$ cat config.mk
export PLATFORM = sky130hd
export DESIGN_NAME = input_conditioner
export DESIGN_NICKNAME = d
export VERILOG_FILES = /design/src/rtl/input_cond_pkg.sv /design/src/rtl/strobe_gen.sv /design/src/rtl/input_conditioner.sv
export SDC_FILE = /design/constraint.sdc
export NUM_CORES = 1
export LEC_CHECK = 0
export ABC_AREA = 1
export BUFFER_PORTS_ARGS = -buffer_cell sky130_fd_sc_hd__clkbuf_2
export CORE_MARGIN = 2
export CORE_UTILIZATION = 63
export CTS_CLUSTER_DIAMETER = 80
export CTS_CLUSTER_SIZE = 20
export DETAILED_ROUTE_END_ITERATION = 12
export PLACE_DENSITY = 0.83
export SYNTH_ARGS = -nofsm -noshare
export SYNTH_HDL_FRONTEND = slang
export SYNTH_HIERARCHICAL = 1
export SYNTH_SLANG_ARGS = --single-unit
export TNS_END_PERCENT = 20
$ cat constraint.sdc
create_clock -name clk -period 3.2 [get_ports clk]
set_input_delay 0.64 -clock clk [delete_from_list [all_inputs] [get_ports clk]]
set_output_delay 0.64 -clock clk [all_outputs]
set_load 0.1 [all_outputs]
$ cat src/rtl/input_cond_pkg.sv
// rtl/input_cond_pkg.sv - shared types and width helper for the input conditioner
package input_cond_pkg;

    typedef enum logic [0:0] {
        DB_STABLE   = 1'b0,
        DB_CHANGING = 1'b1
    } debounce_state_e;

    // Bits needed to count 0..n-1, never less than one bit.
    function automatic int cnt_width(input int n);
        return (n <= 1) ? 1 : $clog2(n);
    endfunction

endpackage

$ cat src/rtl/strobe_gen.sv
// rtl/strobe_gen.sv - free-running counter emitting a one-cycle strobe every PERIOD cycles
module strobe_gen
    import input_cond_pkg::*;
#(
    parameter int PERIOD = 50_000_000
) (
    input  logic clk,
    input  logic reset,
    output logic strobe
);

    localparam int W = cnt_width(PERIOD);
    localparam logic [W-1:0] LAST = W'(PERIOD - 1);

    logic [W-1:0] cnt;

    always_ff @(posedge clk or negedge reset) begin
        if (!reset) begin
            cnt    <= '0;
            strobe <= 1'b0;
        end else if (cnt == LAST) begin
            cnt    <= '0;
            strobe <= 1'b1;
        end else begin
            cnt    <= cnt + 1'b1;
            strobe <= 1'b0;
        end
    end

endmodule

$ cat src/rtl/input_conditioner.sv
// rtl/input_conditioner.sv - key synchronizer, debouncer and enable-strobe front end
// Define INPUT_COND_STROBE_ALIGN_EN to hold key_level updates until the next strobe.
module input_conditioner
    import input_cond_pkg::*;
#(
    parameter int STROBE_PERIOD   = 50_000_000,
    parameter int DEBOUNCE_CYCLES = 500_000,
    parameter bit KEY_ACTIVE_LOW  = 1'b1
) (
    input  logic clk,
    input  logic reset,
    input  logic key_raw,
    output logic strobe,
    output logic key_level,
    output logic key_press
);

    localparam int DW = cnt_width(DEBOUNCE_CYCLES + 1);
    localparam logic [DW-1:0] DB_LAST = DW'(DEBOUNCE_CYCLES);

    logic            sync1;
    logic            sync2;
    debounce_state_e state;
    debounce_state_e state_next;
    logic [DW-1:0]   cnt;
    logic [DW-1:0]   cnt_next;
    logic            db_level;
    logic            db_level_next;
    logic            level_q;

    strobe_gen #(
        .PERIOD(STROBE_PERIOD)
    ) u_strobe_gen (
        .clk   (clk),
        .reset (reset),
        .strobe(strobe)
    );

    always_ff @(posedge clk or negedge reset) begin
        if (!reset) begin
            sync1 <= 1'b0;
            sync2 <= 1'b0;
        end else begin
            sync1 <= key_raw ^ KEY_ACTIVE_LOW;
            sync2 <= sync1;
        end
    end

    always_ff @(posedge clk or negedge reset) begin
        if (!reset) begin
            state    <= DB_STABLE;
            cnt      <= '0;
            db_level <= 1'b0;
        end else begin
            state    <= state_next;
            cnt      <= cnt_next;
            db_level <= db_level_next;
        end
    end

    // A new value is accepted only after DEBOUNCE_CYCLES+1 agreeing samples.
    always_comb begin
        state_next    = state;
        cnt_next      = cnt;
        db_level_next = db_level;
        case (state)
            DB_STABLE: begin
                if (sync2 != db_level) begin
                    state_next = DB_CHANGING;
                    cnt_next   = DW'(1);
                end else begin
                    cnt_next   = '0;
                end
            end
            DB_CHANGING: begin
                if (sync2 == db_level) begin
                    state_next = DB_STABLE;
                    cnt_next   = '0;
                end else if (cnt == DB_LAST) begin
                    db_level_next = sync2;
                    state_next    = DB_STABLE;
                    cnt_next      = '0;
                end else begin
                    cnt_next = cnt + 1'b1;
                end
            end
            default: begin
                state_next = DB_STABLE;
                cnt_next   = '0;
            end
        endcase
    end

`ifdef INPUT_COND_STROBE_ALIGN_EN
    // The latest accepted value becomes visible together with the strobe.
    assign key_level = strobe ? db_level : level_q;
`else
    assign key_level = db_level;
`endif

    always_ff @(posedge clk or negedge reset) begin
        if (!reset) begin
            level_q   <= 1'b0;
            key_press <= 1'b0;
        end else begin
            level_q   <= key_level;
            key_press <= key_level & ~level_q;
        end
    end

endmodule

==> results.md <==
- Layout cells sized above 1: 0.110
- Crit-path max cell delay: 0.48 ns
- Final nets: 407
- Lkg Pwr: 1.40 nW
- R2r worst-path depth: 6
- P_int: 0.909 mW
- Non-filler instance count after layout: 453
- Flops & latches, synth: 52
- Max cap viols: 0
- Slowest CP cell: clkbuf_2
- Distinct cells, synth: 24
- DR vias: 2403
- Family with the most delay on the worst path: buffers and inverters
- Placed insts: 445
- Status: completed
- Gpl congestion: 0.962
- Io pins: 6
- Reg2reg setup slack: 1.50 ns
- Cts hold-fix bufs: 0
- Top_reg_cell synth: dfrtp_1
- Num CTS Buffers: 5
- Final Cycle Share: 0.579
- GRT Overall Usage: 0.264
- Net Sw Power: 0.260 mW
- Final hold vios: 0
- Fin. max-slew vios: 0
- Number of fill cells: 371
- Largest net degree at the start of global routing: 43
- Hold WS: 0.363 ns
- Initial antenna violation count: 0
- Syn_nets: 396
- Die Width: 72.3 um
- Die area: 5220 um^2
- Sequential element share of the synthesized area: 0.443
- Critical Path Start Type: flip-flop
- CTS Buffer Depth: 2
- Clock power share: 0.391
- F_max: 540 MHz
- Crit-path max FO: 5
- Max IR drop VDD: 0.291 mV
- Final min period: 1.85 ns
- Met1 WL: 2950 um
- Worst hold path cell count: 0
- Min-delay src: sync1$_DFF_PN0_
- Top-area cell type share of the netlist area: 0.443
- Register share of total power: 0.572
- DP HPWL: 4390 um
- Syn. warnings: 6
- WL met3: 308 um
- Min-Delay Endpoint: sync2$_DFF_PN0_
- Clk pin slew, worst setup/hold paths: 0.10 ns
- Mapped Cells: 389
- Switch share: 0.222
- Slew HR: 0.319
- Number of gates resized after cts: 0
- Remaining antenna violation count after routing: 0
- Setup Fix Bufs, Post-CTS: 0
- RSZ-0062 raised after global routing: false
- Combinational power share: 0.037
- Iteration count of the initial detailed-routing pass: 5
- RR Startpoint: u_strobe_gen/cnt[0]$_DFF_PN0_
- Mean Syn Cell Area: 7.55 um^2
- Buf/Inv on CP: 1
- DR iter-0 viols: 259
- Clock Root Buffer: clkbuf_8
- Worst EP arrival: 1.21 ns
- Pwr Total: 1.17 mW
- Worst-path cell chain: clkbuf_2
- Post-route DRC: 0
- Cell Rows: 24
- Placeable core area: 4410 um^2
- Metal2 WL: 2640 um
- Area growth syn-to-layout: 6.48%
- Critical Path End Type: output pin
- # port buffers: 5
- Vias/cell: 5.30
- WL final: 5920 um
- Max Used Layer: met4
- WL/cell: 13.1 um
- Fin Setup TNS: 0 ns
- Vias in the first global route: 2408
- Share of synthesized registers carrying an async set or reset: 1.00
- ANT cells: 0
- Worst Hold Class: reg -> reg
- Worst skew pair latency: 0.31 ns
- Setup violations, final: 0
- Gr ovfl total: 0
- WS Path Type: reg -> out
- Worst Tran Pin Value: 1.02 ns
- Synth top area cells: dfrtp_1 (44%), nor2_1 (12%), nand2_1 (11%), nand3_1 (5.8%), inv_1 (5.6%)
- First-pass GRT wire length: 10900 um
- Die Ht: 72.3 um
- Layout Skew: 0.0141 ns
- Post-synth EDFFs: 0
- Synth Cell Area: 2940 um^2
- H-tree depth: 2
- CTS tree: done
- Starting Density: 0.665
- WP data required: 2.56 ns
- Leading area contributor after synthesis: dfrtp_1
- CTS sink count: 52
- Commonest cells post-synth: nor2_1 (90), nand2_1 (85), dfrtp_1 (52)
- Pwr Density: 374 nW/um^2
- Most common cell in the netlist: nor2_1
- Fin util: 0.708
- Reg2reg end: u_strobe_gen/cnt[13]$_DFF_PN0_
[cells in the final DEF, fill, tap and decap left out, drive strengths merged]
cell type | Yosys | layout
a21oi | 7 | 7
and2 | 4 | 4
buf | 2 | 1
bufinv | 0 | 1
clkbuf | 0 | 10
clkinvlp | 0 | 1
dfrtp | 52 | 52
ha | 4 | 4
inv | 45 | 46
nand2 | 91 | 91
nand3 | 35 | 35
nand4 | 3 | 3
nor2 | 109 | 109
nor3 | 6 | 6
o21ai | 7 | 7
o21bai | 1 | 1
or2 | 1 | 1
xnor2 | 7 | 7
xor2 | 15 | 15
[how the worst max path moves through the flow]
stage / startpoint / endpoint / slack, ns / depth (start not counted)
floorplan: key_level$_DFFE_PN0P_ / cnt[11]$_DFF_PN0_ / 1.42 / 5
finish: key_level$_DFFE_PN0P_ / key_level / 1.35 / 1
CTS: key_level$_DFFE_PN0P_ / key_level / 1.34 / 1
global route: key_level$_DFFE_PN0P_ / key_level / 1.30 / 1
global placement: reset / u_strobe_gen/cnt[1]$_DFF_PN0_ / 1.59 / 2
detailed placement: reset / cnt[6]$_DFF_PN0_ / 1.55 / 2
[per-layer routing]
layer	global-route usage	up-vias
li1	-	1217
met1	0.409	1117
met2	0.399	67
met3	0.0306	2
met4	0.0629	0
met5	0	-
[registers in the layout, summed over array words and instances (netlist names)]
| name | count |
|---|---|
| sync2 | 1 |
| key_level | 1 |
| u_strobe_gen/strobe | 1 |
| cnt | 19 |
| u_strobe_gen/cnt | 26 |
| sync1 | 1 |
| level_q | 1 |
| key_press | 1 |
| state | 1 |
[cell families (layout without fill, tap and decap cells)]
group	after synthesis	count (layout)	synth area share
fa+ha+maj	4	4	0.0170
simple gates	249	249	0.383
compound gates	15	15	0.0264
flops	52	52	0.443
buf+inv	47	59	0.0652
xor+xnor	22	22	0.0656
[per-stage QoR]
stage	worst slack (ns)	instance area (um^2)
after CTS	1.34	3130
after global placement	1.59	3010
final	1.35	3130
after global routing	1.30	3130
after detailed placement	1.55	3010
after floorplan	1.42	2940
[power by group through the flow]
stage	Combinational (mW)	Sequential, mW	Clock [mW]
final	0.0435	0.668	0.457
after global routing	0.0515	0.670	0.487
after CTS	0.0450	0.668	0.466
after detailed placement	0.0447	0.681	0
after global placement	0.0423	0.681	0
after floorplan	0.0253	0.680	0
[cell type report]
cell class	instances	area, um^2	share of cell area
Tap cell	52	65.1	0.0208
Timing Repair Buffer	6	32.5	0.0104
Clock inverter	3	46.3	0.0148
Multi-Input combinational cell	290	1440	0.462
Sequential cell	52	1300	0.416
Clock buffer	5	68.8	0.0220
Inverter	45	169	0.0540
Note: power is estimated with default switching activity, not from simulation.
